### config.mk
export PLATFORM = sky130hd
export DESIGN_NAME = note_scheduler_flat
export DESIGN_NICKNAME = d
export VERILOG_FILES = /design/src/rtl/note_pkg.sv /design/src/rtl/note_scheduler_if.sv /design/src/rtl/note_hit_arbiter.sv /design/src/rtl/note_scheduler.sv /design/src/flat_wrapper.sv
export SDC_FILE = /design/constraint.sdc
export NUM_CORES = 1
export LEC_CHECK = 0
export CAP_MARGIN = 25
export CORE_MARGIN = 4
export CORE_UTILIZATION = 69
export CTS_CLUSTER_SIZE = 8
export DETAILED_ROUTE_END_ITERATION = 8
export PLACE_DENSITY = 0.85
export RECOVER_POWER = 100
export SYNTH_ARGS = -nofsm -noshare
export SYNTH_HDL_FRONTEND = slang
export SYNTH_SLANG_ARGS = --single-unit
### constraint.sdc
create_clock -name Clk -period 9.3 [get_ports Clk]
set_input_delay 1.86 -clock Clk [delete_from_list [all_inputs] [get_ports Clk]]
set_output_delay 1.86 -clock Clk [all_outputs]
set_load 0.005 [all_outputs]
### src/rtl/note_pkg.sv
// Shared types, lane geometry defaults and the lane-to-X helper for the
// falling-note scheduler and its hit arbiter.
package note_pkg;

    typedef enum logic [2:0] {
        LANE_RED    = 3'd0,
        LANE_BLUE   = 3'd1,
        LANE_GREEN  = 3'd2,
        LANE_YELLOW = 3'd3,
        LANE_ORANGE = 3'd4
    } lane_t;

    typedef struct packed {
        logic       valid;
        lane_t      lane;
        logic [9:0] y;
    } note_slot_t;

    typedef enum logic {
        ST_IDLE,
        ST_UPDATE
    } sched_state_t;

    localparam int NUM_LANES       = 5;
    localparam int DEF_NUM_SLOTS   = 8;
    localparam int DEF_SPEED       = 4;
    localparam int DEF_SCREEN_H    = 480;
    localparam int DEF_SPRITE_W    = 64;
    localparam int DEF_LANE_X0     = 128;
    localparam int DEF_LANE_PITCH  = 80;

    // Left edge of a lane's sprite column; notes carry no X of their own.
    function automatic logic [11:0] laneX(input lane_t lane, input int x0, input int pitch);
        return 12'(x0 + int'(lane) * pitch);
    endfunction

endpackage

### src/rtl/note_scheduler_if.sv
// Spawn handshake, pixel query and status bundle between the song sequencer /
// video pipeline (master) and the note scheduler (slave).
interface note_scheduler_if;

    logic        frame_start;
    logic        spawn_valid;
    logic [2:0]  spawn_lane;
    logic        spawn_ready;
    logic        spawn_err;
    logic [9:0]  DrawX;
    logic [9:0]  DrawY;
    logic        is_sprite_red;
    logic        is_sprite_blue;
    logic        is_sprite_green;
    logic        is_sprite_yellow;
    logic        is_sprite_orange;
    logic [12:0] sprite_addr;
    logic [4:0]  active_count;
    logic [7:0]  miss_count;
    logic        frame_overrun;

    modport master (
        output frame_start, spawn_valid, spawn_lane, DrawX, DrawY,
        input  spawn_ready, spawn_err, is_sprite_red, is_sprite_blue,
               is_sprite_green, is_sprite_yellow, is_sprite_orange,
               sprite_addr, active_count, miss_count, frame_overrun
    );

    modport slave (
        input  frame_start, spawn_valid, spawn_lane, DrawX, DrawY,
        output spawn_ready, spawn_err, is_sprite_red, is_sprite_blue,
               is_sprite_green, is_sprite_yellow, is_sprite_orange,
               sprite_addr, active_count, miss_count, frame_overrun
    );

endinterface

### src/rtl/note_hit_arbiter.sv
// Combinational per-slot sprite window test with lowest-index priority,
// yielding the winning lane and its sprite-local ROM address.
module note_hit_arbiter
    import note_pkg::*;
#(
    parameter int NUM_SLOTS  = DEF_NUM_SLOTS,
    parameter int SPRITE_W   = DEF_SPRITE_W,
    parameter int LANE_X0    = DEF_LANE_X0,
    parameter int LANE_PITCH = DEF_LANE_PITCH
) (
    input  note_slot_t [NUM_SLOTS-1:0] slots_i,
    input  logic [9:0]                 drawX_i,
    input  logic [9:0]                 drawY_i,
    output logic                       hit_o,
    output lane_t                      lane_o,
    output logic [12:0]                addr_o
);

    logic [11:0] px;
    logic [11:0] py;

    assign px = {2'b00, drawX_i};
    assign py = {2'b00, drawY_i};

    // Scan from the top index downward so the lowest-index hit is the one left standing.
    always_comb begin
        logic [11:0] sx;
        logic [11:0] sy;
        hit_o  = 1'b0;
        lane_o = LANE_RED;
        addr_o = '0;
        sx     = '0;
        sy     = '0;
        for (int i = NUM_SLOTS - 1; i >= 0; i--) begin
            sx = laneX(slots_i[i].lane, LANE_X0, LANE_PITCH);
            sy = {2'b00, slots_i[i].y};
            if (slots_i[i].valid &&
                px >= sx && px < sx + 12'(SPRITE_W) &&
                py >= sy && py < sy + 12'(SPRITE_W)) begin
                hit_o  = 1'b1;
                lane_o = slots_i[i].lane;
                addr_o = 13'(py - sy) * 13'(SPRITE_W) + 13'(px - sx);
            end
        end
    end

endmodule

### src/rtl/note_scheduler.sv
// Falling-note pool: accepts spawns while idle, advances every note once per
// frame during vblank, and answers per-pixel sprite queries one cycle later.
module note_scheduler
    import note_pkg::*;
#(
    parameter int NUM_SLOTS  = DEF_NUM_SLOTS,
    parameter int SPEED      = DEF_SPEED,
    parameter int SCREEN_H   = DEF_SCREEN_H,
    parameter int SPRITE_W   = DEF_SPRITE_W,
    parameter int LANE_X0    = DEF_LANE_X0,
    parameter int LANE_PITCH = DEF_LANE_PITCH
) (
    input logic            Clk,
    input logic            Reset,
    note_scheduler_if.slave bus
);

    localparam int IDX_W = $clog2(NUM_SLOTS);

    sched_state_t               state_q, state_d;
    logic [IDX_W-1:0]           idx_q, idx_d;
    note_slot_t [NUM_SLOTS-1:0] slots_q, slots_d;
    logic [4:0]                 activeCount_q, activeCount_d;
    logic [7:0]                 missCount_q, missCount_d;
    logic                       spawnErr_q, spawnErr_d;
    logic                       overrun_q, overrun_d;
    logic [4:0]                 sprite_q, sprite_d;
    logic [12:0]                addr_q, addr_d;

    logic             freeFound;
    logic [IDX_W-1:0] freeIdx;
    logic             spawnReady;
    logic [10:0]      nextY;
    logic             hit;
    lane_t            hitLane;
    logic [12:0]      hitAddr;

    always_comb begin
        freeFound = 1'b0;
        freeIdx   = '0;
        for (int i = NUM_SLOTS - 1; i >= 0; i--) begin
            if (!slots_q[i].valid) begin
                freeFound = 1'b1;
                freeIdx   = IDX_W'(i);
            end
        end
    end

    assign spawnReady = !Reset && (state_q == ST_IDLE) && freeFound && !bus.frame_start;
    assign nextY      = {1'b0, slots_q[idx_q].y} + 11'(SPEED);

    always_comb begin
        state_d       = state_q;
        idx_d         = idx_q;
        slots_d       = slots_q;
        activeCount_d = activeCount_q;
        missCount_d   = missCount_q;
        spawnErr_d    = 1'b0;
        overrun_d     = 1'b0;
        case (state_q)
            ST_IDLE: begin
                if (bus.spawn_valid && spawnReady) begin
                    if (bus.spawn_lane >= 3'(NUM_LANES)) begin
                        spawnErr_d = 1'b1;
                    end else begin
                        slots_d[freeIdx] = '{valid: 1'b1, lane: lane_t'(bus.spawn_lane), y: 10'd0};
                        activeCount_d    = activeCount_q + 5'd1;
                    end
                end
                if (bus.frame_start) begin
                    state_d = ST_UPDATE;
                    idx_d   = '0;
                end
            end
            ST_UPDATE: begin
                overrun_d = bus.frame_start;
                if (slots_q[idx_q].valid) begin
                    if (nextY >= 11'(SCREEN_H)) begin
                        slots_d[idx_q].valid = 1'b0;
                        activeCount_d        = activeCount_q - 5'd1;
                        if (missCount_q != 8'hFF) begin
                            missCount_d = missCount_q + 8'd1;
                        end
                    end else begin
                        slots_d[idx_q].y = nextY[9:0];
                    end
                end
                if (idx_q == IDX_W'(NUM_SLOTS - 1)) begin
                    state_d = ST_IDLE;
                end
                idx_d = idx_q + 1'b1;
            end
            default: state_d = ST_IDLE;
        endcase
    end

    note_hit_arbiter #(
        .NUM_SLOTS (NUM_SLOTS),
        .SPRITE_W  (SPRITE_W),
        .LANE_X0   (LANE_X0),
        .LANE_PITCH(LANE_PITCH)
    ) u_arbiter (
        .slots_i (slots_q),
        .drawX_i (bus.DrawX),
        .drawY_i (bus.DrawY),
        .hit_o   (hit),
        .lane_o  (hitLane),
        .addr_o  (hitAddr)
    );

    // Registering here lines the flags up with the frameRAM's one-cycle read.
    assign sprite_d = hit ? (5'b00001 << hitLane) : 5'b00000;
    assign addr_d   = hit ? hitAddr : 13'd0;

    always_ff @(posedge Clk or posedge Reset) begin
        if (Reset) begin
            state_q       <= ST_IDLE;
            idx_q         <= '0;
            slots_q       <= '0;
            activeCount_q <= '0;
            missCount_q   <= '0;
            spawnErr_q    <= 1'b0;
            overrun_q     <= 1'b0;
            sprite_q      <= '0;
            addr_q        <= '0;
        end else begin
            state_q       <= state_d;
            idx_q         <= idx_d;
            slots_q       <= slots_d;
            activeCount_q <= activeCount_d;
            missCount_q   <= missCount_d;
            spawnErr_q    <= spawnErr_d;
            overrun_q     <= overrun_d;
            sprite_q      <= sprite_d;
            addr_q        <= addr_d;
        end
    end

    assign bus.spawn_ready      = spawnReady;
    assign bus.spawn_err        = spawnErr_q;
    assign bus.frame_overrun    = overrun_q;
    assign bus.active_count     = activeCount_q;
    assign bus.miss_count       = missCount_q;
    assign bus.is_sprite_red    = sprite_q[0];
    assign bus.is_sprite_blue   = sprite_q[1];
    assign bus.is_sprite_green  = sprite_q[2];
    assign bus.is_sprite_yellow = sprite_q[3];
    assign bus.is_sprite_orange = sprite_q[4];
    assign bus.sprite_addr      = addr_q;

endmodule

### src/flat_wrapper.sv
// flat-port wrapper written by rule: the top's interface ports become plain ports
module note_scheduler_flat import note_pkg::*;
#(
    parameter int NUM_SLOTS  = DEF_NUM_SLOTS,
    parameter int SPEED      = DEF_SPEED,
    parameter int SCREEN_H   = DEF_SCREEN_H,
    parameter int SPRITE_W   = DEF_SPRITE_W,
    parameter int LANE_X0    = DEF_LANE_X0,
    parameter int LANE_PITCH = DEF_LANE_PITCH
)
  (Clk, Reset, bus_frame_start, bus_spawn_valid, bus_spawn_lane, bus_DrawX, bus_DrawY, bus_spawn_ready, bus_spawn_err, bus_is_sprite_red, bus_is_sprite_blue, bus_is_sprite_green, bus_is_sprite_yellow, bus_is_sprite_orange, bus_sprite_addr, bus_active_count, bus_miss_count, bus_frame_overrun);
  note_scheduler_if bus_i ();
  input logic Clk;
  input logic Reset;
  input wire logic [$bits(bus_i.frame_start)-1:0] bus_frame_start;
  input wire logic [$bits(bus_i.spawn_valid)-1:0] bus_spawn_valid;
  input wire logic [$bits(bus_i.spawn_lane)-1:0] bus_spawn_lane;
  input wire logic [$bits(bus_i.DrawX)-1:0] bus_DrawX;
  input wire logic [$bits(bus_i.DrawY)-1:0] bus_DrawY;
  output wire logic [$bits(bus_i.spawn_ready)-1:0] bus_spawn_ready;
  output wire logic [$bits(bus_i.spawn_err)-1:0] bus_spawn_err;
  output wire logic [$bits(bus_i.is_sprite_red)-1:0] bus_is_sprite_red;
  output wire logic [$bits(bus_i.is_sprite_blue)-1:0] bus_is_sprite_blue;
  output wire logic [$bits(bus_i.is_sprite_green)-1:0] bus_is_sprite_green;
  output wire logic [$bits(bus_i.is_sprite_yellow)-1:0] bus_is_sprite_yellow;
  output wire logic [$bits(bus_i.is_sprite_orange)-1:0] bus_is_sprite_orange;
  output wire logic [$bits(bus_i.sprite_addr)-1:0] bus_sprite_addr;
  output wire logic [$bits(bus_i.active_count)-1:0] bus_active_count;
  output wire logic [$bits(bus_i.miss_count)-1:0] bus_miss_count;
  output wire logic [$bits(bus_i.frame_overrun)-1:0] bus_frame_overrun;
  assign bus_i.frame_start = bus_frame_start;
  assign bus_i.spawn_valid = bus_spawn_valid;
  assign bus_i.spawn_lane = bus_spawn_lane;
  assign bus_i.DrawX = bus_DrawX;
  assign bus_i.DrawY = bus_DrawY;
  assign bus_spawn_ready = bus_i.spawn_ready;
  assign bus_spawn_err = bus_i.spawn_err;
  assign bus_is_sprite_red = bus_i.is_sprite_red;
  assign bus_is_sprite_blue = bus_i.is_sprite_blue;
  assign bus_is_sprite_green = bus_i.is_sprite_green;
  assign bus_is_sprite_yellow = bus_i.is_sprite_yellow;
  assign bus_is_sprite_orange = bus_i.is_sprite_orange;
  assign bus_sprite_addr = bus_i.sprite_addr;
  assign bus_active_count = bus_i.active_count;
  assign bus_miss_count = bus_i.miss_count;
  assign bus_frame_overrun = bus_i.frame_overrun;
  note_scheduler #(.NUM_SLOTS(NUM_SLOTS), .SPEED(SPEED), .SCREEN_H(SCREEN_H), .SPRITE_W(SPRITE_W), .LANE_X0(LANE_X0), .LANE_PITCH(LANE_PITCH)) u_core (.Clk(Clk), .Reset(Reset), .bus(bus_i));
endmodule
* After elaboration in Yosys (flattened, before gate mapping)
Index checks and enable logic that the tools add are counted.
** Operators by class
- Add/subtract/negate cells :: 53
- $mul :: 8
- Order comparisons :: 38
- Equality and inequality tests :: 7
- Shifts and indexed selects :: 1
- Mux-type cells :: 72
- Bitwise gates (word level) :: 1
- Reduce and logical (&&, ||, !) cells :: 43
** Operators with widths (number)
- 112-bit two-way mux :: 4
- 112-bit bitwise mux :: 3
- 112-bit one-hot mux with 2 select lines :: 1
- 14-bit demux with 3-bit select :: 3
- 13-bit two-way mux :: 9
- 13-bit adder :: 8
- 10-bit by 12-bit < comparator with 1-bit output :: 8
- 10-bit by 7-bit adder with 11-bit output, second input constant :: 8
- 10-bit by 11-bit < comparator with 1-bit output :: 8
- 11-bit by 7-bit adder with 12-bit output, second input constant :: 7
- 10-bit by 11-bit subtractor with 12-bit output :: 7
- 10-bit >= comparator :: 8
- 8-bit by 10-bit adder with 11-bit output, first input constant :: 7
- 10-bit by 11-bit >= comparator with 1-bit output :: 7
- 7-bit subtractor :: 8
- 3-bit two-way mux :: 17
- 3-bit by 3-bit multiplier with 6-bit output, second input constant :: 8
- 14-bit binary-select mux with 3-bit select :: 1
- 14-bit two-way mux :: 3
- 1-bit logical AND :: 38
- 5-bit two-way mux :: 5
- 1-bit two-way mux :: 22
- 10-bit by 12-bit subtractor with 13-bit output :: 1
- 12-bit by 7-bit adder with 12-bit output, second input constant :: 1
- 23 further kinds :: 31
** Storage, ports and cells
- Register bits :: 149
- Bits of input ports :: 27
- Output and inout port bits :: 34

* Longest topological paths before layout
Gate-level depths: netlist of the first run.
- Depth in word-level cells :: 17
- Depth in mapped cells :: 19
- Mapped depth without buffers :: 19

* Hierarchy
A second synthesis of the first run with hierarchy kept.
** Unflattened totals
- Cell total of the unflattened synthesis :: 2053
- Area total of the unflattened synthesis :: 18057.3 um^2
** By module, submodules not included
- note_hit_arbiter :: instances 1, cells each 1436, area each 10834.1 um^2
- note_scheduler :: instances 1, cells each 617, area each 7223.2 um^2

* Worst setup path before layout of the first run
OpenSTA, ideal clock, no wires.
- Path type :: input to register
- Start point :: input bus_DrawX[4]
- End point :: register u_core.addr_q[12], in the netlist u_core.bus.sprite_addr[12]
- Arrival time :: 4.880 ns
- Setup slack :: 4.325 ns
- Cell stages on the path :: 17
- Path buffers :: 0
- Cell sequence :: inv_1 > ha_1 > inv_1 > fa_1 > nor2b_1 > o31ai_1 > a21boi_0 > ha_1 > a21o_1 > a21oi_1 > o21bai_1 > a21oi_1 > xnor2_1 > xnor2_1 > mux2i_1 > mux2i_1 > o31ai_1
** On the way
- Word-level cells in the longest chain between the ends :: 14
** Ends and longest elaborated chain
- from (decl) :: RTL line flat_wrapper.sv:18 : input wire logic [$bits(bus_i.DrawX)-1:0] bus_DrawX;
- parallel branches: the longest is 13 deep, another holds 10-bit by 12-bit subtractor with 13-bit output
- 13-bit two-way mux (*) :: RTL line note_scheduler.sv:113 : assign addr_d = hit ? hitAddr : 13'd0;
- named net u_core.addr_d[12] :: RTL line note_scheduler.sv:28 : logic [12:0] addr_q, addr_d;
- to (signal assigned) :: RTL line note_scheduler.sv:135 : addr_q <= addr_d;
- to (decl) :: RTL line note_scheduler.sv:28
Mark *: on every way through the listed nets, which the timed path passes.
A chain may end at the register's enable or synchronous reset.

* Worst setup path in the final report of the first run
- Start point :: register u_core.idx_q[0]
- End point :: register u_core.slots_q[7] (netlist bit)
** On the way
- Word-level cells in the longest chain between the ends :: 8
** Ends and longest elaborated chain
- from (decl) :: RTL line note_scheduler.sv:21 : logic [IDX_W-1:0] idx_q, idx_d;
- from (signal assigned) :: RTL line note_scheduler.sv:128 : idx_q <= idx_d;
- parallel branches: the longest is 8 deep, another holds 10-bit by 3-bit adder with 11-bit output
- to (signal assigned) :: RTL line note_scheduler.sv:129 : slots_q <= slots_d;
- to (decl) :: RTL line note_scheduler.sv:22 : note_slot_t [NUM_SLOTS-1:0] slots_q, slots_d;
Several ways; the timed one is not identified. The select of a mux whose other input is x is not followed.

==> results by group, run 1 <==
Outcome
  – Run status: complete, but fails checks
  – Violated checks: capacitance limit, slew limit

Timing
  – Final setup violation count: 0
  – Max Slew Vio Count: 74
  – Endpoints failing hold: 0
  – Worst Tran Pin Value: 3.456 ns
  – Fmax: 154.6 MHz
  – Tmin final: 6.468 ns
  – Worst slew margin: -131.7%
  – WHS: 0.4770 ns
  – Setup TNS: 0 ns
  – Period Utilization, post-route: 69.55%
  – Setup Skew: 0.01569 ns
  – RSZ-0062 raised after global routing: false

Route
  – Post-DR vias/cell: 6.779
  – Via count: 16620
  – DRC viols: 0
  – Drt initial violations: 1943
  – Initial DRT Pass Iterations: 8
  – Final WL: 55.27 mm
  – Per-cell routed wire length: 22.54 um
  – Remaining antenna violation count: 0

Yosys
  – Most used flip-flop cell after synthesis: dfrtp_1
  – Yosys reg bits: 149
  – Post-Syn Area: 17860 um2
  – Post-synth EDFFs: 0
  – Ys async rst share: 100.0%
  – Yosys cell types: 85
  – Synth Net Count: 2401
  – Synth Instances: 2041
  – Register area share after synthesis: 20.87%
  – Synthesis Warnings: 0
  – Syn Area/Cell: 8.752 um2

Critical path
  – Buf/Inv on CP: 3
  – CP endpoint kind: register
  – Setup CP Type: reg -> reg
  – Crit path max-delay family: compound AO/OA/AOI/OAI gates
  – CP Launch Type: register
  – Critical path fanouts, max: 17
  – Worst-path cell chain: clkbuf_1 -> mux2_1 -> a221o_1 -> a21oi_1 -> inv_1 -> ha_1 -> or3_1 -> o22ai_1 -> and2_0 -> clkbuf_1 -> a21oi_1 -> mux2_4
  – Slowest CP cell: clkbuf_1
  – Worst Path Arrival: 6.80 ns
  – CP max stage delay: 0.94 ns
  – Worst Path Required: 9.63 ns

Clock tree
  – Root buffer cell: clkbuf_16
  – Worst-Skew Late Latency: 0.45 ns
  – PostCTS Resize Cnt: 0
  – Clock-pin slew on the worst setup and hold paths: 0.08 ns
  – CTS Sinks: 149
  – Clock Tree Buf Depth: 2
  – Total CTS buffers: 17
  – Post-CTS setup buffer count: 0
  – CTS tree: yes
  – H-tree Lvls: 4
  – # hold bufs at CTS: 0

Finish
  – Diodes inserted: 0
  – P&R area growth vs syn: 8.301%
  – FILL cells: 1802
  – Area of the multi-input gates: 13070 um2
  – Reg area: 3729 um2
  – Final nets: 2469
  – Layout cells sized above 1: 6.032%

Power
  – LEAKAGE: 8.912 nW
  – Peak VDD IR: 0.0002337 V
  – Power per cell area: 196.7 nW/um2

GRT
  – Number of global-route vias before repair: 16310
  – Initial antenna violation count: 0
  – Gr ovfl total: 0
  – Total Routing Usage GR: 38.65%
  – First-pass GRT wire length: 87.38 mm
  – Largest net degree at the start of global routing: 78

Flow run
  – Max Cap Viol: 1

Die
  – Row count: 58
  – Die area: 28530 um2
  – Core ar.: 25330 um2
  – I/O Pins: 61
  – Starting density of the core: 70.53%
  – Die W: 168.9 um
  – DIE HEIGHT: 168.9 um

Placed design
  – IO Port Bufs: 60
  – RD Place Congestion: 1.003
  – Hpwl dp: 42.76 mm

Hold path
  – Hold WC Path Type: reg -> reg
==> cells by family after synthesis <==
kind of cell / Yosys count / share of synthesized area, %
compound gates: 534 / 20.31
simple gates: 537 / 14.43
buf+inv: 244 / 5.345
fa+ha+maj: 334 / 24.77
flops: 149 / 20.87
xor+xnor: 149 / 7.383
mux: 94 / 6.893
==> flip-flops by register name, indices dropped and copies added, names as in the netlist <==
name	flops
u_core.slots_q	112
u_core.bus.sprite_addr	13
u_core.bus.miss_count	8
u_core.bus.active_count	5
u_core.sprite_q	5
u_core.idx_q	3
u_core.bus.frame_overrun	1
u_core.bus.spawn_err	1
u_core.state_q	1
==> cells in the final DEF (no fill, tap or decap), drive strengths merged, types with 13 or more instances in the layout <==
cell	netlist	routed
nand4	14	14
o211ai	15	15
nor2	169	169
xor2	45	45
xnor2	103	103
o21ai	96	96
ha	300	300
o31ai	22	22
nand2	120	120
nor4	13	13
dlygate4sd3	0	39
inv	206	212
buf	11	17
clkdlybuf4s50	0	21
nor2b	23	23
mux2i	18	18
nand2b	19	19
fa	33	33
a21oi	140	140
a31oi	14	14
a211oi	22	22
nor3	41	41
dfrtp	149	149
a21o	46	46
a21boi	13	13
o21a	40	40
and2	17	17
and3	13	13
o21bai	20	20
clkbuf	26	26
nand3	58	58
mux2	66	66
==> per-stage QoR <==
stage	worst slack [ns]	util (%)	std cells	power (W)	instance area [um2]
floorplan	3.432	-	2041	0.002482	17860
global placement	3.146	74.52	2416	0.002972	18870
detailed placement	2.947	74.52	2416	0.003045	18870
CTS	3.380	76.75	2448	0.003765	19440
global route	2.540	76.38	2452	0.004059	19340
finish	2.832	76.38	2452	0.003806	19340
==> worst reg2reg max path, cell delays in order, from the launching register on <==
cell and delay (ns):
dfrtp_1 0.77, clkbuf_1 0.95, mux2_1 0.45, a221o_1 0.30, a21oi_1 0.34, inv_1 0.12
ha_1 0.25, or3_1 0.38, o22ai_1 0.93, and2_0 0.55, clkbuf_1 0.43, a21oi_1 0.47
mux2_4 0.43
==> layer usage <==
metal,wire [um],vias up,global-route usage (%)
met5,0,-,0
met2,24180,1037,60.95
met1,22120,7822,51.16
met4,3381,0,18.81
met3,5588,254,7.450
li1,-,7508,-
==> area by class of cell <==
class,count,share of cell area [%]
repair buffers,86,4.088
inverters,207,4.023
clock inverters,14,0.6985
clock buffers,18,2.218
well taps,330,2.134
multi-input cells,1648,67.56
flip-flops and latches,149,19.27
==> Yosys cell counts (6+ instances only) <==
cell type  number  area, um2
ha_1          300       3754
inv_1         206      773.2
nor2_1        169      634.4
dfrtp_1       149       3729
a21oi_1       133      665.6
nand2_1       119      446.7
xnor2_1       103      902.1
o21ai_0        96      480.5
nand3_1        58      290.3
a21o_1         46      345.3
xor2_1         45      394.1
nor3_1         41      205.2
o21a_1         40      300.3
mux2_2         35      394.1
fa_1           33      660.6
clkbuf_1       26      97.59
a211oi_1       22      165.2
mux2_4         22      330.3
o31ai_1        22      165.2
nor2b_1        21      131.4
o21bai_1       20      150.1
nand2b_1       19      118.9
mux2i_1        18      180.2
and2_1         17      106.4
o211ai_1       15      112.6
nand4_1        14      87.58
a31oi_1        13      81.33
and3_1         13      81.33
nor4_1         13      81.33
a21boi_0       12      90.09
o31a_1         11      96.34
or3_1          11      68.82
mux4_2         10      225.2
mux2_1          9      101.4
o2bb2ai_1       9      78.83
a211o_1         8      70.07
a221o_1         8      80.08
o221ai_1        8      70.07
o22ai_1         8      50.05
a21oi_4         7      113.9
nand3b_1        7      52.55
nor3b_1         7      52.55
o2111ai_1       7      61.31
or2_2           6      37.54
==> report_power, final <==
part           total [W]  switching, W  internal, W
Clock           0.000713      0.000358     0.000355
Sequential      0.000810     0.0000923     0.000717
Combinational    0.00228       0.00135     0.000931
==> worst paths after layout <==
path                                       startpoint                         end  slack [ns]  depth (start not counted)
max                                   u_core.idx_q[0]           u_core.slots_q[7]        2.83                         12
min                        u_core.bus.active_count[4]  u_core.bus.active_count[4]        0.48                          1
max reg2reg                           u_core.idx_q[0]           u_core.slots_q[7]        2.83                         12
min reg2reg                u_core.bus.active_count[4]  u_core.bus.active_count[4]        0.48                          1
max in group asynchronous                       Reset   u_core.bus.sprite_addr[2]        4.34                          4
min in group asynchronous                       Reset  u_core.bus.active_count[3]        2.91                          2
No activity file was read; power rests on OpenSTA's default activity.
==> run 2: changes to the inputs <==
--- a/config.mk
+++ b/config.mk
@@ -7,10 +7,10 @@
 export LEC_CHECK = 0
 export CAP_MARGIN = 25
 export CORE_MARGIN = 4
-export CORE_UTILIZATION = 69
+export CORE_UTILIZATION = 58
 export CTS_CLUSTER_SIZE = 8
 export DETAILED_ROUTE_END_ITERATION = 8
-export PLACE_DENSITY = 0.85
+export PLACE_DENSITY = 0.76
 export RECOVER_POWER = 100
 export SYNTH_ARGS = -nofsm -noshare
 export SYNTH_HDL_FRONTEND = slang
==> constraint.sdc (replaced) <==
create_clock -name Clk -period 5.85 [get_ports Clk]
set_input_delay 1.17 -clock Clk [delete_from_list [all_inputs] [get_ports Clk]]
set_output_delay 1.17 -clock Clk [all_outputs]
set_load 0.005 [all_outputs]
==> run 2 against run 1 <==
Effect of this change:
- the run still ends with capacitance limit, slew limit left
- final area increased by 1.3%
- cell count up 3.3%
- utilization fell by 11 points
==> results by group, run 2 (synthesized netlist as in run 1, its figures left out) <==
Die
  – Core ar.: 30030 um2 (+19%)
  – I/O Pins: 61 (unchanged)
  – Starting density of the core: 59.48% (-11 points)
  – Die W: 183.5 um (+8.6%)
  – Die area: 33670 um2 (+18%)
  – DIE HEIGHT: 183.5 um (+8.6%)
  – Row count: 63 (+8.6%)

Route
  – DRC viols: 0 (unchanged)
  – Initial DRT Pass Iterations: 5 (-3)
  – Remaining antenna violation count: 0 (unchanged)
  – Via count: 16250 (-2.2%)
  – Drt initial violations: 1422 (-27%)
  – Final WL: 54.89 mm (-0.68%)
  – Post-DR vias/cell: 6.418 (-5.3%)
  – Per-cell routed wire length: 21.68 um (-3.8%)

Timing
  – Max Slew Vio Count: 73 (-1.4%)
  – Fmax: 187.0 MHz
  – Worst Tran Pin Value: 3.190 ns (-0.2667 ns)
  – Worst slew margin: -113.8% (+18 points)
  – Endpoints failing hold: 0 (unchanged)
  – Setup Skew: 0.01406 ns (-0.001630 ns)
  – Setup TNS: 0 ns (unchanged)
  – Tmin final: 5.349 ns
  – Period Utilization, post-route: 91.43%
  – RSZ-0062 raised after global routing: false
  – Final setup violation count: 0 (unchanged)
  – WHS: 0.4826 ns (+0.005587 ns)

Hold path
  – Hold Path Stages: 1 (unchanged)
  – Hold WC Path Type: reg -> reg

Finish
  – Diodes inserted: 0 (unchanged)
  – Final nets: 2489 (+0.81%)
  – Most frequent cells in the layout: ha_1, inv_1, nor2_1
  – Layout cells sized above 1: 7.003% (+0.97 points)
  – Area of the multi-input gates: 13070 um2 (unchanged)
  – FILL cells: 2500 (+39%)
  – Reg area: 3729 um2 (unchanged)
  – P&R area growth vs syn: 9.744%
  – Number of flip-flops in the largest register: 112 (unchanged)
  – Commonest non-fill, non-tap cell in the layout: ha_1
  – Reg with most FFs: u_core.slots_q

Clock tree
  – PostCTS Resize Cnt: 0 (unchanged)
  – Total CTS buffers: 17 (unchanged)
  – Post-CTS setup buffer count: 0 (unchanged)
  – # hold bufs at CTS: 0 (unchanged)
  – Clock-pin slew on the worst setup and hold paths: 0.06 ns (-0.02 ns)
  – CTS Sinks: 149 (unchanged)
  – Worst-Skew Late Latency: 0.44 ns (about the same)
  – Root buffer cell: clkbuf_16
  – CTS tree: yes
  – H-tree Lvls: 4 (unchanged)
  – Clock Tree Buf Depth: 2 (unchanged)

GRT
  – Initial antenna violation count: 0 (unchanged)
  – Largest net degree at the start of global routing: 73 (-6.4%)
  – Gr ovfl total: 0 (unchanged)
  – Total Routing Usage GR: 32.49% (-6.2 points)
  – Number of global-route vias before repair: 16220 (-0.55%)
  – First-pass GRT wire length: 86.46 mm (-1.1%)

Critical path
  – R2R cell count: 12 (unchanged)
  – Worst Path Required: 6.17 ns (-3.46 ns)
  – CP Launch Type: primary input
  – CP endpoint kind: register
  – Setup CP Type: in -> reg
  – Critical path fanouts, max: 12 (-5)
  – Worst Path Arrival: 5.67 ns (-1.13 ns)

Power
  – Peak VDD IR: 0.0002902 V (+24%)
  – LEAKAGE: 9.025 nW (+1.3%)
  – Power per cell area: 311.1 nW/um2 (+58%)

Placed design
  – Hpwl dp: 44.29 mm (+3.6%)
  – RD Place Congestion: 1.003 (about the same)
  – IO Port Bufs: 60 (unchanged)

Outcome
  – Run status: complete, but fails checks
  – Violated checks: capacitance limit, slew limit

Flow run
  – Max Cap Viol: 1 (unchanged)
## run 2: changes by cell type in the layout (fill, tap and decap cells not counted), moves of 2 or more
cell,previous run,this run
clkbuf_2,0,2
buf_4,16,36
bufinv_16,0,3
and2_1,9,12
and2_0,8,5
clkinvlp_4,4,2
## run 2: critical path, cell delays in order
cell           delay, ns
dlygate4sd3_1       0.55
inv_1               0.27
ha_1                0.23
inv_1               0.06
fa_1                0.42
a211oi_1            0.27
o21bai_1            0.13
a2111oi_0           0.54
o21bai_1            0.21
nor3_1              0.07
clkbuf_1            0.32
a311o_1             0.43
a221oi_1            0.58
nor2_1              0.09
nor4b_1             0.33
## run 2: per-stage QoR
stage	power (W)	cells	setup slack [ns]	utilization [%]	instance area (um2)
after floorplan	0.003945	2041	0.6720	-	17860
after detailed placement	0.004861	2500	0.3803	63.70	19130
after CTS	0.006092	2532	0.8200	65.78	19760
final	0.006098	2532	0.5013	65.27	19600
after global routing	0.006536	2532	0.2695	65.27	19600
after global placement	0.004743	2500	0.5629	63.70	19130
## run 2: metal layers
metal	up-vias	global-route usage [%]	part of all wire (%)
li1	7537	-	-
met1	7788	44.83	44
met2	738	50.60	44
met3	187	4.234	6.9
met4	0	15.82	5.5
met5	-	0	0
## run 2: final cells by class
type / count / share of cell area, %
Multi-Input combinational cell: 1648 / 66.67
Sequential cell: 149 / 19.02
Timing Repair Buffer: 106 / 4.647
Inverter: 207 / 3.970
Tap cell: 390 / 2.489
Clock buffer: 18 / 2.240
Clock inverter: 14 / 0.9574
## run 2: power by group
part	total (W)	leakage [nW]	internal [W]	switching (W)
Sequential	0.00129	1.95	0.00114	0.000149
Clock	0.00122	0.304	0.000697	0.000519
Combinational	0.00359	6.77	0.00150	0.00209
## run 2: final timing paths
path,from,slack (ns),endpoint
setup / recovery,bus_DrawY[0],0.50,u_core.sprite_q[4]
hold / removal,u_core.bus.active_count[4],0.48,u_core.bus.active_count[4]
setup reg to reg,u_core.idx_q[1],0.70,u_core.slots_q[7]
hold reg to reg,u_core.bus.active_count[4],0.48,u_core.bus.active_count[4]
max in group asynchronous,Reset,1.49,u_core.slots_q[80]
min in group asynchronous,Reset,2.14,u_core.slots_q[43]
==> run 3: changes to the inputs <==
==> constraint.sdc (replaced) <==
create_clock -name Clk -period 5.85 [get_ports Clk]
set_input_delay 1.17 -clock Clk [delete_from_list [all_inputs] [get_ports Clk]]
set_output_delay 1.17 -clock Clk [all_outputs]
set_load 0.1 [all_outputs]
==> run 3 against run 2 <==
Effect of this change:
- the run still ends with capacitance limit, slew limit left
- count of clock-buffer cells in the layout is 1 higher
- cell count unchanged
- worst setup slack improved by 0.071 ns
- via count decreased by 0.35%
- highest routed layer unchanged
==> results by group, run 3 (synthesized netlist as in run 1, its figures left out) <==
Clock tree
  – CTS Sinks: 149 (unchanged)
  – Worst-Skew Late Latency: 0.44 ns (about the same)
  – Root buffer cell: clkbuf_16
  – Total CTS buffers: 17 (unchanged)
  – Clock-pin slew on the worst setup and hold paths: 0.07 ns (about the same)
  – H-tree Lvls: 4 (unchanged)
  – Post-CTS setup buffer count: 0 (unchanged)
  – CTS tree: yes
  – PostCTS Resize Cnt: 0 (unchanged)
  – Clock Tree Buf Depth: 2 (unchanged)
  – # hold bufs at CTS: 0 (unchanged)

Die
  – Core ar.: 30030 um2 (unchanged)
  – I/O Pins: 61 (unchanged)
  – Starting density of the core: 59.48% (unchanged)
  – DIE HEIGHT: 183.5 um (unchanged)
  – Row count: 63 (unchanged)
  – Die area: 33670 um2 (unchanged)
  – Die W: 183.5 um (unchanged)

Finish
  – Number of flip-flops in the largest register: 112 (unchanged)
  – Diodes inserted: 0 (unchanged)
  – Most frequent cells in the layout: ha_1, inv_1, nor2_1
  – Reg with most FFs: u_core.slots_q
  – P&R area growth vs syn: 9.555%
  – FILL cells: 2551 (+2.0%)
  – Final nets: 2489 (unchanged)
  – Commonest non-fill, non-tap cell in the layout: ha_1
  – Layout cells sized above 1: 6.956% (-0.047 points)

Power
  – Power per cell area: 319.4 nW/um2 (+2.7%)
  – Seq pwr share: 20.7% (-0.5 points)
  – P_sw: 0.002968 W (+7.4%)
  – Peak VDD IR: 0.0003996 V (+38%)
  – LEAKAGE: 9.011 nW (-0.16%)
  – Logic pwr share: 60.9% (+2.0 points)
  – Internal cell power: 0.003282 W (-1.6%)
  – Power share of the clock group: 18.4% (-1.5 points)
  – Net Sw Frac: 47.49% (+2.2 points)

Critical path
  – Worst Path Arrival: 5.61 ns (-0.06 ns)
  – FF-to-FF setup slack: 0.59 ns (-0.11 ns)
  – Setup CP Type: in -> reg
  – R2R cell count: 12 (unchanged)
  – CP endpoint kind: register
  – Worst Setup SP: bus_DrawY[0]
  – Worst Path Required: 6.18 ns (about the same)
  – CP Launch Type: primary input
  – RR Endpoint: u_core.slots_q[89]
  – Worst R2R Start: u_core.idx_q[1]
  – Critical path fanouts, max: 12 (unchanged)

Timing
  – Tmin final: 5.278 ns (-0.07058 ns)
  – Period Utilization, post-route: 90.22% (-1.2 points)
  – Fmax: 189.5 MHz (+1.3%)
  – Endpoints failing hold: 0 (unchanged)
  – Final setup margin: 0.5719 ns (+0.07058 ns)
  – Worst slew margin: -113.1% (+0.69 points)
  – Worst Tran Pin Value: 3.180 ns (-0.01027 ns)
  – Setup TNS: 0 ns (unchanged)
  – Setup Skew: 0.01438 ns (+0.0003216 ns)
  – Final setup violation count: 0 (unchanged)
  – Max Slew Vio Count: 73 (unchanged)
  – RSZ-0062 raised after global routing: false

Route
  – Initial DRT Pass Iterations: 8 (+3)
  – Via count: 16190 (-0.35%)
  – DRC viols: 0 (unchanged)
  – Final WL: 54.82 mm (-0.13%)
  – Per-cell routed wire length: 21.65 um (-0.13%)
  – Post-DR vias/cell: 6.395 (-0.35%)
  – Remaining antenna violation count: 0 (unchanged)
  – Drt initial violations: 1402 (-1.4%)

Hold path
  – HP Start: u_core.bus.active_count[4]
  – Hold Path Stages: 1 (unchanged)
  – WHS Endpoint: u_core.bus.active_count[4]
  – Hold WC Path Type: reg -> reg

Outcome
  – Violated checks: capacitance limit, slew limit
  – Run status: complete, but fails checks

GRT
  – Largest net degree at the start of global routing: 73 (unchanged)
  – Gr ovfl total: 0 (unchanged)
  – Total Routing Usage GR: 32.28% (-0.21 points)
  – Initial antenna violation count: 0 (unchanged)
  – Number of global-route vias before repair: 15980 (-1.5%)
  – First-pass GRT wire length: 85.64 mm (-0.95%)

Placed design
  – Dpl ws: 0.3814 ns (+0.001100 ns)
  – IO Port Bufs: 60 (unchanged)
  – Hpwl dp: 44.36 mm (+0.16%)
  – RD Place Congestion: 1.003 (about the same)

Flow run
  – Max Cap Viol: 1 (unchanged)
## run 3: cell count changes in the layout (fill, tap and decap cells not counted), sizes merged
cell	previous run	this run
bufinv	3	2
dlygate4sd3	40	39
clkinv	3	6
inv	212	209
clkbuf	28	31
buf	36	35
## run 3: worst max path at each step
stage	to	cells after the start
global route	u_core.sprite_q[2]	15
floorplan	u_core.bus.active_count[0]	1
finish	u_core.sprite_q[4]	15
CTS	u_core.bus.sprite_addr[5]	14
global placement	u_core.bus.sprite_addr[12]	15
detailed placement	u_core.bus.sprite_addr[5]	14
## run 3: cell type report
cell class / instances / area (um2) / share of cell area [%]
tap: 390 / 488.0 / 2.494
sequential: 149 / 3729 / 19.05
multi-input combinational: 1648 / 13090 / 66.87
inverter: 207 / 778.2 / 3.977
timing repair buffer: 106 / 900.9 / 4.604
clock inverter: 13 / 145.1 / 0.7417
clock buffer: 19 / 442.9 / 2.263
## run 3: worst max-delay path: stages
cell and delay (ns):
dlygate4sd3_1 0.55, inv_1 0.28, ha_1 0.22, inv_1 0.05, fa_1 0.43, a211oi_1 0.24, o21bai_1 0.12, a2111oi_0 0.53
o21bai_1 0.21, nor3_1 0.07, clkbuf_1 0.32, a311o_1 0.43, a221oi_1 0.57, nor2_1 0.09, nor4b_1 0.31
## run 3: routing by layer
metal,share of wire [%],vias up,GRT usage [%],routed length [um]
met2,44,753,50.21,23990
met3,7.5,167,4.393,4106
met1,44,7724,44.90,23890
met5,0,-,0,0
li1,-,7549,-,-
met4,5.2,0,14.69,2836
## run 3: metrics by stage
stage               util [%]  area (um2)  cells  hold slack [ns]  total power, W
floorplan                  -       17860   2041           0.4561        0.004172
global placement       63.69       19130   2500           0.4735        0.004974
detailed placement     63.69       19130   2500           0.4712        0.005085
CTS                    65.65       19720   2532           0.4889        0.006247
global route           65.16       19570   2532           0.5000        0.006695
finish                 65.16       19570   2532           0.4828        0.006249
## run 3: power groups by stage
stage | Combinational, W | Clock (W) | Sequential, W
final | 0.00381 | 0.00115 | 0.00129
after global placement | 0.00367 | 0 | 0.00130
after detailed placement | 0.00378 | 0 | 0.00131
after global routing | 0.00420 | 0.00119 | 0.00130
after CTS | 0.00380 | 0.00115 | 0.00129
after floorplan | 0.00271 | 0 | 0.00146
